--- src/rtl/dmem_access_seq_if.sv ---
// dmem_access_seq_if: bundles the MEM-stage request/response and the data-memory bus.
//   req_*      pipeline request (valid, we, addr, wdata, funct3)
//   stall/rsp_* pipeline freeze and completion response (valid, rdata, err)
//   mem_*      word-wide byte-strobed memory port (en, we, addr, wstrb, wdata, rdata)
//   slave  = the sequencer, master = pipeline + memory environment
interface dmem_access_seq_if;
    logic        req_valid;
    logic        req_we;
    logic [31:0] req_addr;
    logic [31:0] req_wdata;
    logic [2:0]  req_funct3;
    logic        stall;
    logic        rsp_valid;
    logic [31:0] rsp_rdata;
    logic        rsp_err;
    logic        mem_en;
    logic        mem_we;
    logic [31:0] mem_addr;
    logic [3:0]  mem_wstrb;
    logic [31:0] mem_wdata;
    logic [31:0] mem_rdata;
    modport slave (
        input  req_valid, req_we, req_addr, req_wdata, req_funct3, mem_rdata,
        output stall, rsp_valid, rsp_rdata, rsp_err, mem_en, mem_we, mem_addr, mem_wstrb, mem_wdata
    );
    modport master (
        output req_valid, req_we, req_addr, req_wdata, req_funct3, mem_rdata,
        input  stall, rsp_valid, rsp_rdata, rsp_err, mem_en, mem_we, mem_addr, mem_wstrb, mem_wdata
    );
endinterface

--- src/rtl/dmem_access_seq.sv ---
// dmem_access_seq: sequences MEM-stage loads/stores onto a 1-cycle-latency byte-strobed memory,
// splitting word-crossing accesses into two aligned words and returning extended load data.
//   clk  rising-edge clock
//   rst  asynchronous reset, active-low
//   io   dmem_access_seq_if.slave (request, stall/response, memory bus)
module dmem_access_seq #(
    parameter bit ALLOW_MISALIGNED = 1'b1
) (
    input logic            clk,
    input logic            rst,
    dmem_access_seq_if.slave io
);
    typedef enum logic [1:0] {IDLE, ACC0, ACC1, RESP} state_t;
    state_t      state;
    logic [31:0] a_q;
    logic [31:0] wd_q;
    logic [2:0]  f3_q;
    logic        we_q;
    logic [3:0]  mask_q;
    logic        cross_q;
    logic [31:0] lo_q;
    logic [1:0]  off_i;
    logic [3:0]  mask_i;
    logic        cross_i;
    logic        bad_i;
    logic [2:0]  hi_sh;
    logic [63:0] cat;
    logic [31:0] sh;
    logic [31:0] ext;
    always_comb begin
        off_i   = io.req_addr[1:0];
        mask_i  = io.req_funct3[1] ? 4'b1111 : io.req_funct3[0] ? 4'b0011 : 4'b0001;
        cross_i = io.req_funct3[1] ? |off_i : io.req_funct3[0] & (&off_i);
        // funct3 011, 110 and 111 are the illegal encodings
        bad_i   = (io.req_funct3[1] & (io.req_funct3[0] | io.req_funct3[2])) | (cross_i & !ALLOW_MISALIGNED);
        // second word of a split access carries the bytes above the word boundary
        hi_sh   = 3'd4 - {1'b0, a_q[1:0]};
        cat     = cross_q ? {io.mem_rdata, lo_q} : {32'd0, io.mem_rdata};
        sh      = 32'(cat >> {a_q[1:0], 3'b000});
        ext     = f3_q[1] ? sh :
                  f3_q[0] ? {{16{sh[15] & !f3_q[2]}}, sh[15:0]} :
                            {{24{sh[7] & !f3_q[2]}}, sh[7:0]};
    end
    assign io.stall     = ((state == IDLE) & io.req_valid) | (state == ACC0) | (state == ACC1);
    assign io.rsp_rdata = (io.rsp_valid & !io.rsp_err & !we_q) ? ext : 32'd0;
    always_ff @(posedge clk or negedge rst) begin
        if (!rst) begin
            state        <= IDLE;
            a_q          <= '0;
            wd_q         <= '0;
            f3_q         <= '0;
            we_q         <= 1'b0;
            mask_q       <= '0;
            cross_q      <= 1'b0;
            lo_q         <= '0;
            io.rsp_valid <= 1'b0;
            io.rsp_err   <= 1'b0;
            io.mem_en    <= 1'b0;
            io.mem_we    <= 1'b0;
            io.mem_addr  <= '0;
            io.mem_wstrb <= '0;
            io.mem_wdata <= '0;
        end else begin
            case (state)
                IDLE: if (io.req_valid) begin
                    a_q     <= io.req_addr;
                    wd_q    <= io.req_wdata;
                    f3_q    <= io.req_funct3;
                    we_q    <= io.req_we;
                    mask_q  <= mask_i;
                    cross_q <= cross_i;
                    if (bad_i) begin
                        state        <= RESP;
                        io.rsp_valid <= 1'b1;
                        io.rsp_err   <= 1'b1;
                    end else begin
                        state        <= ACC0;
                        io.mem_en    <= 1'b1;
                        io.mem_we    <= io.req_we;
                        io.mem_addr  <= {io.req_addr[31:2], 2'b00};
                        io.mem_wstrb <= mask_i << off_i;
                        io.mem_wdata <= io.req_wdata << {off_i, 3'b000};
                    end
                end
                ACC0: if (cross_q) begin
                    state        <= ACC1;
                    io.mem_addr  <= {a_q[31:2] + 30'd1, 2'b00};
                    io.mem_wstrb <= mask_q >> hi_sh;
                    io.mem_wdata <= wd_q >> {hi_sh, 3'b000};
                end else begin
                    state        <= RESP;
                    io.mem_en    <= 1'b0;
                    io.mem_we    <= 1'b0;
                    io.mem_wstrb <= '0;
                    io.rsp_valid <= 1'b1;
                end
                ACC1: begin
                    lo_q         <= io.mem_rdata;
                    state        <= RESP;
                    io.mem_en    <= 1'b0;
                    io.mem_we    <= 1'b0;
                    io.mem_wstrb <= '0;
                    io.rsp_valid <= 1'b1;
                end
                default: begin
                    state        <= IDLE;
                    io.rsp_valid <= 1'b0;
                    io.rsp_err   <= 1'b0;
                end
            endcase
        end
    end
endmodule

--- src/flat_wrapper.sv ---
// flat-port wrapper written by rule: the top's interface ports become plain ports
module dmem_access_seq_flat 
#(
    parameter bit ALLOW_MISALIGNED = 1'b1
)
  (clk, rst, io_req_valid, io_req_we, io_req_addr, io_req_wdata, io_req_funct3, io_mem_rdata, io_stall, io_rsp_valid, io_rsp_rdata, io_rsp_err, io_mem_en, io_mem_we, io_mem_addr, io_mem_wstrb, io_mem_wdata);
  dmem_access_seq_if io_i ();
  input logic clk;
  input logic rst;
  input wire logic [$bits(io_i.req_valid)-1:0] io_req_valid;
  input wire logic [$bits(io_i.req_we)-1:0] io_req_we;
  input wire logic [$bits(io_i.req_addr)-1:0] io_req_addr;
  input wire logic [$bits(io_i.req_wdata)-1:0] io_req_wdata;
  input wire logic [$bits(io_i.req_funct3)-1:0] io_req_funct3;
  input wire logic [$bits(io_i.mem_rdata)-1:0] io_mem_rdata;
  output wire logic [$bits(io_i.stall)-1:0] io_stall;
  output wire logic [$bits(io_i.rsp_valid)-1:0] io_rsp_valid;
  output wire logic [$bits(io_i.rsp_rdata)-1:0] io_rsp_rdata;
  output wire logic [$bits(io_i.rsp_err)-1:0] io_rsp_err;
  output wire logic [$bits(io_i.mem_en)-1:0] io_mem_en;
  output wire logic [$bits(io_i.mem_we)-1:0] io_mem_we;
  output wire logic [$bits(io_i.mem_addr)-1:0] io_mem_addr;
  output wire logic [$bits(io_i.mem_wstrb)-1:0] io_mem_wstrb;
  output wire logic [$bits(io_i.mem_wdata)-1:0] io_mem_wdata;
  assign io_i.req_valid = io_req_valid;
  assign io_i.req_we = io_req_we;
  assign io_i.req_addr = io_req_addr;
  assign io_i.req_wdata = io_req_wdata;
  assign io_i.req_funct3 = io_req_funct3;
  assign io_i.mem_rdata = io_mem_rdata;
  assign io_stall = io_i.stall;
  assign io_rsp_valid = io_i.rsp_valid;
  assign io_rsp_rdata = io_i.rsp_rdata;
  assign io_rsp_err = io_i.rsp_err;
  assign io_mem_en = io_i.mem_en;
  assign io_mem_we = io_i.mem_we;
  assign io_mem_addr = io_i.mem_addr;
  assign io_mem_wstrb = io_i.mem_wstrb;
  assign io_mem_wdata = io_i.mem_wdata;
  dmem_access_seq #(.ALLOW_MISALIGNED(ALLOW_MISALIGNED)) u_core (.clk(clk), .rst(rst), .io(io_i));
endmodule
--- config.mk ---
export PLATFORM = sky130hd
export DESIGN_NAME = dmem_access_seq_flat
export DESIGN_NICKNAME = d
export VERILOG_FILES = /design/src/rtl/dmem_access_seq_if.sv /design/src/rtl/dmem_access_seq.sv /design/src/flat_wrapper.sv
export SDC_FILE = /design/constraint.sdc
export NUM_CORES = 1
export LEC_CHECK = 0
export CORE_MARGIN = 1.5
export CORE_UTILIZATION = 35
export DETAILED_ROUTE_END_ITERATION = 7
export PLACE_DENSITY = 0.59
export SLEW_MARGIN = 5
export SYNTH_ARGS = -nofsm -noshare
export SYNTH_HDL_FRONTEND = slang
export SYNTH_SLANG_ARGS = --single-unit
--- constraint.sdc ---
create_clock -name clk -period 5.25 [get_ports clk]
set_input_delay 1.05 -clock clk [delete_from_list [all_inputs] [get_ports clk]]
set_output_delay 1.05 -clock clk [all_outputs]
set_load 0.02 [all_outputs]
==> results of run 1 <==
-- critical path: stages --
cell             delay (ns)
clkdlybuf4s50_1        0.53
mux2i_1                0.11
o22a_1                 0.28
a2111oi_1              0.45
nor3_2                 0.06
buf_4                  0.22
nor2_1                 0.12
clkdlybuf4s50_1        0.62
-- through the flow --
| stage | setup slack [ns] | cells | utilization [%] | total power (uW) | area (sq um) |
|---|---|---|---|---|---|
| after floorplan | 1.86 | 990 | - | 5870 | 10100 |
| after global placement | 0.763 | 1511 | 44.3 | 7680 | 12400 |
| after detailed placement | 0.755 | 1511 | 44.3 | 7750 | 12400 |
| after CTS | 0.746 | 1543 | 46.4 | 9100 | 13000 |
| after global routing | 0.579 | 1544 | 46.4 | 9670 | 13000 |
| final | 0.742 | 1545 | 46.4 | 9020 | 13000 |
-- layout by cell type, fill, tap and decap left out, types with 12 or more instances in the layout --
cell type,instances
buf_4,17
a21oi_1,50
nor3_1,12
nand4_1,14
xnor2_1,21
nand2_1,86
a22oi_1,16
clkbuf_16,17
nor2b_1,13
mux2i_1,74
dfrtp_1,173
o21ai_0,49
mux2_2,119
nor2_1,88
clkdlybuf4s50_1,203
-- registers in the layout, indices dropped and copies added, names as in the netlist, 2 cells and up --
name                 count
u_core.io.mem_addr      30
u_core.a_q              32
u_core.io.mem_wstrb      4
u_core.state             2
u_core.lo_q             32
u_core.f3_q              2
u_core.io.mem_wdata     32
u_core.mask_q            3
u_core.wd_q             32
-- path summary, 6_finish.rpt --
| check | from | to | depth (start not counted) |
|---|---|---|---|
| min in group asynchronous | rst | u_core.io.mem_addr[31] | 1 |
| setup / recovery | io_mem_rdata[23] | io_rsp_rdata[17] | 8 |
| hold reg to reg | u_core.io.mem_wdata[15] | u_core.io.mem_wdata[15] | 2 |
| hold / removal | u_core.io.mem_wdata[15] | u_core.io.mem_wdata[15] | 2 |
| max in group asynchronous | rst | u_core.cross_q | 2 |
| setup reg to reg | u_core.a_q[0] | u_core.io.mem_wdata[28] | 7 |
-- cells by family (layout without fill, tap and decap cells) --
| group | after synthesis | in the layout |
|---|---|---|
| DFF | 175 | 175 |
| adders and majority gates | 6 | 6 |
| AOI/OAI and AO/OA | 226 | 226 |
| and+or+nand+nor | 264 | 264 |
| muxes | 201 | 201 |
| buffers and inverters | 90 | 265 |
| xor gates and xnor gates | 26 | 26 |
| other | 1 | 4 |
-- routing by layer --
layer | global-route usage (%) | routed length, um | vias to the layer above
met5 | 0 | 12 | -
met4 | 5.96 | 566 | 2
met3 | 4.35 | 1520 | 32
met2 | 32.2 | 13900 | 221
met1 | 28.5 | 14100 | 4171
li1 | - | - | 3931
-- final cells by class --
type / count / area [sq um] / share of cell area (%)
antenna: 2 / 5.00 / 0.0385
timing repair buffer: 222 / 2180 / 16.7
tap: 378 / 473 / 3.64
clock buffer: 18 / 439 / 3.38
multi-input combinational: 725 / 5320 / 40.9
sequential: 175 / 4380 / 33.7
inverter: 11 / 41.3 / 0.317
clock inverter: 14 / 170 / 1.31
-- power breakdown --
group	leakage, uW	switching [uW]	internal, uW	total (uW)
registers	0.00210	654	2030	2680
clock network	0.000296	614	697	1310
logic	0.00284	2660	2370	5030
total	0.00524	3930	5090	9020
==> impl_metrics.json, run 1 <==
{
  "dr_total_vias": 8357,
  "drc_errors": 0,
  "worst_pin_slew_ns": 1.05,
  "end_kind": "output pin",
  "portBuffers": 205,
  "ys_types": 61,
  "antenna_found_initial": 3,
  "ys_seq_elements": 175,
  "rsz0062_at_grt": "false",
  "clock_path_buffers": 2,
  "wl_per_cell_um": 19.5,
  "peakVddDrop_mv": 0.283,
  "synth-simple-area-share_pct": 12.0,
  "synth_fa_ha_area_share_pct": 0.746,
  "drv_cap": 0,
  "die_area_sq_um": 29800,
  "grt_pass1_vias": 8520,
  "synth_edf_count": 0,
  "holdWs_ns": 0.479,
  "regToRegSetupSlack_ns": 1.90,
  "antenna_left": 0,
  "grt_max_degree": 108,
  "die_h_um": 173,
  "fin_crit_ns": 4.51,
  "maxSlewViolCount": 0,
  "ys.flop_type": "dfrtp_1",
  "ys_top_cells_by_area": "dfrtp_1 (44%), mux2_2 (13%), mux2i_1 (7.4%)",
  "cts_root_buf": "clkbuf_16",
  "tritoncts": "done",
  "crit_type": "input port to output pin",
  "skew_ns": 0.0179,
  "ys_warn_count": 0,
  "dp_hpwl_um": 20500,
  "vias_per_cell": 5.41,
  "synth_top_family_by_area": "multiplexers",
  "crit_required_ns": 4.20,
  "grt.overflow.total": 0,
  "rows": 61,
  "ctsResizeCount": 0,
  "syn_area_sq_um": 10100,
  "finalHoldViolCount": 0,
  "synth_area_per_cell_sq_um": 10.2,
  "powerDensity_nw_per_um2": 694,
  "cts.clk_slew.worst_paths_ns": 0.07,
  "synth_common_cells": "dfrtp_1 (175), mux2_2 (119), nor2_1 (88)",
  "holdBufCountCts": 0,
  "drive_gt1_share_pct": 17.9,
  "fmax_mhz": 222,
  "wl_um": 30100,
  "cts_htree_levels": 4,
  "postCtsSetupRepairBufs": 0,
  "clk_latency_ns": 0.44,
  "status": "completed",
  "max_slew_margin_pct": 30.0,
  "grt_pass1_wl_um": 48700,
  "yosys.cell_count.top_type": "dfrtp_1",
  "p_leak_uw": 0.00524,
  "synth_seq_area_share_pct": 43.5,
  "synth_xor_xnor_area_share_pct": 2.26,
  "fp.coreArea_sq_um": 28000,
  "cts_made_buffers": 17,
  "start_util_pct": 35.9,
  "syn2layout_area_growth_pct": 29.3,
  "fp.dieW_um": 173,
  "grt_util_all_layers_pct": 20.5,
  "nFillCells": 2635,
  "dr.pass1.iters": 5,
  "fin_nets": 1261,
  "async_reset_ff_share_pct": 100,
  "synthMuxAreaShare_pct": 22.4,
  "fin_crit_sh_pct": 85.9,
  "cts_sinks": 175,
  "drt-initial-drc-count": 626,
  "setup_tns_ns": 0,
  "hold_class": "flip-flop to flip-flop",
  "ios": 208,
  "synth_top_area_cell": "dfrtp_1",
  "start_kind": "input port",
  "synth_top_area_share_pct": 43.5,
  "finalSetupViolations": 0,
  "worstPathMaxFanout": 16,
  "syn_inst": 989,
  "synth_compound_area_share_pct": 15.3,
  "routabilityCongestion": 0.808,
  "worstPathArrival_ns": 3.46
}
(Power assumes the default switching activity.)
==> run 2: changes to the inputs <==
--- a/config.mk
+++ b/config.mk
@@ -8,7 +8,10 @@
 export CORE_MARGIN = 1.5
 export CORE_UTILIZATION = 35
 export DETAILED_ROUTE_END_ITERATION = 7
+export GPL_TIMING_DRIVEN = 0
+export HOLD_SLACK_MARGIN = 0.12
 export PLACE_DENSITY = 0.59
+export SKIP_LAST_GASP = 1
 export SLEW_MARGIN = 5
 export SYNTH_ARGS = -nofsm -noshare
 export SYNTH_HDL_FRONTEND = slang
==> impl_metrics.json, run 2 (same netlist as run 1, synthesis figures left out) <==
{
  "status": "completed",
  "path_common_cell": "clkdlybuf4s50_1",
  "wl_um": 34400,
  "cts_made_buffers": 17,
  "hold_class": "flip-flop to flip-flop",
  "dp_hpwl_um": 25300,
  "peakVddDrop_mv": 0.308,
  "fin_crit_sh_pct": 93.1,
  "ios": 208,
  "cpMaxStageDelayCell": "nor3_2",
  "fin_nets": 1323,
  "rsz0062_at_grt": "false",
  "cts_root_buf": "clkbuf_16",
  "clock_power_share_pct": 14.5,
  "drv_cap": 0,
  "powerDensity_nw_per_um2": 708,
  "comb_power_share_pct": 58.3,
  "r2r_end": "u_core.io.mem_wdata[5]",
  "postCtsSetupRepairBufs": 0,
  "layout_commonest_cell": "clkdlybuf4s50_1",
  "clk_latency_ns": 0.44,
  "regToRegSetupSlack_ns": 1.27,
  "holdBufCountCts": 0,
  "dp.cells": 1573,
  "start_kind": "input port",
  "post-route-util_pct": 47.3,
  "drc_errors": 0,
  "routabilityCongestion": 0.861,
  "fin_crit_ns": 4.89,
  "tritoncts": "done",
  "p_leak_uw": 0.00533,
  "clock_path_buffers": 2,
  "ctsResizeCount": 0,
  "grt_pass1_wl_um": 54300,
  "antenna_found_initial": 2,
  "p_sw_uw": 4170,
  "internal_power_uw": 5210,
  "syn2layout_area_growth_pct": 31.7,
  "wl_per_cell_um": 21.4,
  "fp.dieW_um": 173,
  "portBuffers": 203,
  "start_util_pct": 35.9,
  "finalSetupViolations": 0,
  "grt_util_all_layers_pct": 23.4,
  "finalHoldViolCount": 0,
  "fp.coreArea_sq_um": 28000,
  "path_cells": "clkdlybuf4s50_1 > nor2b_1 > a2111oi_2 > a2111oi_4 > nor3_2 > buf_6 > nor2_2 > clkdlybuf4s50_1",
  "r2r_start": "u_core.a_q[1]",
  "antenna_left": 0,
  "maxSlewViolCount": 0,
  "finalPower_uw": 9380,
  "min_from": "u_core.mask_q[0]",
  "crit_path_max_incr_delay_ns": 0.63,
  "die_area_sq_um": 29800,
  "worstHoldEndpoint": "u_core.mask_q[0]",
  "drive_gt1_share_pct": 16.8,
  "cts_htree_levels": 4,
  "fmax_mhz": 205,
  "min_delay_path_depth": 1,
  "p_seq_share_pct": 27.2,
  "grt.overflow.total": 0,
  "worstPathMaxFanout": 10,
  "worst_pin_slew_ns": 0.950,
  "dr_total_vias": 8816,
  "vias_per_cell": 5.49,
  "final_cell_mix": "clkdlybuf4s50_1 (202), dfrtp_1 (175), mux2_2 (119), nor2_1 (88), nand2_1 (87)",
  "cts.clk_slew.worst_paths_ns": 0.06,
  "r2r_cells": 10,
  "max_slew_margin_pct": 36.4,
  "grt_max_degree": 61,
  "end_kind": "output pin",
  "crit_required_ns": 4.20,
  "crit_type": "input port to output pin",
  "rows": 61,
  "die_h_um": 173,
  "worstPathArrival_ns": 3.84,
  "skew_ns": 0.0149,
  "cts_sinks": 175,
  "dr.pass1.iters": 6,
  "final_cells": 1606,
  "switching_share_pct": 44.4,
  "grt_pass1_vias": 9215,
  "drt-initial-drc-count": 634
}
-- run 2: area by class of cell --
type                    count  area, sq um
repair buffers            205         2090
clock buffers              19          443
plain buffers              79          334
multi-input cells         725         5310
well taps                 378          473
inverters                  11         41.3
fillers                  2698        14800
clock inverters            13          174
diodes                      1         2.50
flip-flops and latches    175         4380
-- run 2: how the worst max path moves through the flow --
stage                           startpoint               end  slack, ns  depth (start not counted)
final                     io_mem_rdata[23]  io_rsp_rdata[22]       0.36                          8
after global routing      io_mem_rdata[15]  io_rsp_rdata[21]       0.27                          8
after CTS                 io_mem_rdata[23]  io_rsp_rdata[22]       0.38                          8
after detailed placement  io_mem_rdata[23]  io_rsp_rdata[22]       0.40                          8
after global placement                 rst   u_core.lo_q[12]      -4.45                          1
after floorplan           io_mem_rdata[23]  io_rsp_rdata[21]       1.86                          6
-- run 2: stage by stage --
stage	cell area [sq um]	setup TNS (ns)	setup WS, ns	hold slack (ns)
after floorplan	10100	0	1.86	0.434
after global placement	12600	-775.72	-4.45	0.453
after detailed placement	12600	0	0.395	0.462
after CTS	13200	0	0.379	0.481
after global routing	13200	0	0.273	0.514
final	13200	0	0.363	0.479
-- run 2: power by group through the flow --
stage          clock network, uW  registers, uW  logic, uW
6_report                    1360           2560       5470
5_1_grt                     1450           2650       5900
4_1_cts                     1380           2540       5480
3_5_place_dp                   0           2560       5450
3_3_place_gp                   0           2550       5390
2_1_floorplan                  0           2710       3170
-- run 2: worst max-delay path, delay by kind of cell --
kind            cells  cell delay (ns)
simple gates        3             0.88
compound gates      2             0.59
buf+inv             3             1.32
-- run 2: routing by layer --
layer | vias to the layer above | wire (um) | part of all wire, % | global-route usage, %
li1 | 4056 | - | - | -
met1 | 4379 | 15600 | 45 | 31.9
met4 | 2 | 584 | 1.7 | 6.69
met3 | 44 | 2010 | 5.9 | 4.97
met2 | 335 | 16100 | 47 | 37.4
met5 | - | 12 | 0.035 | 0
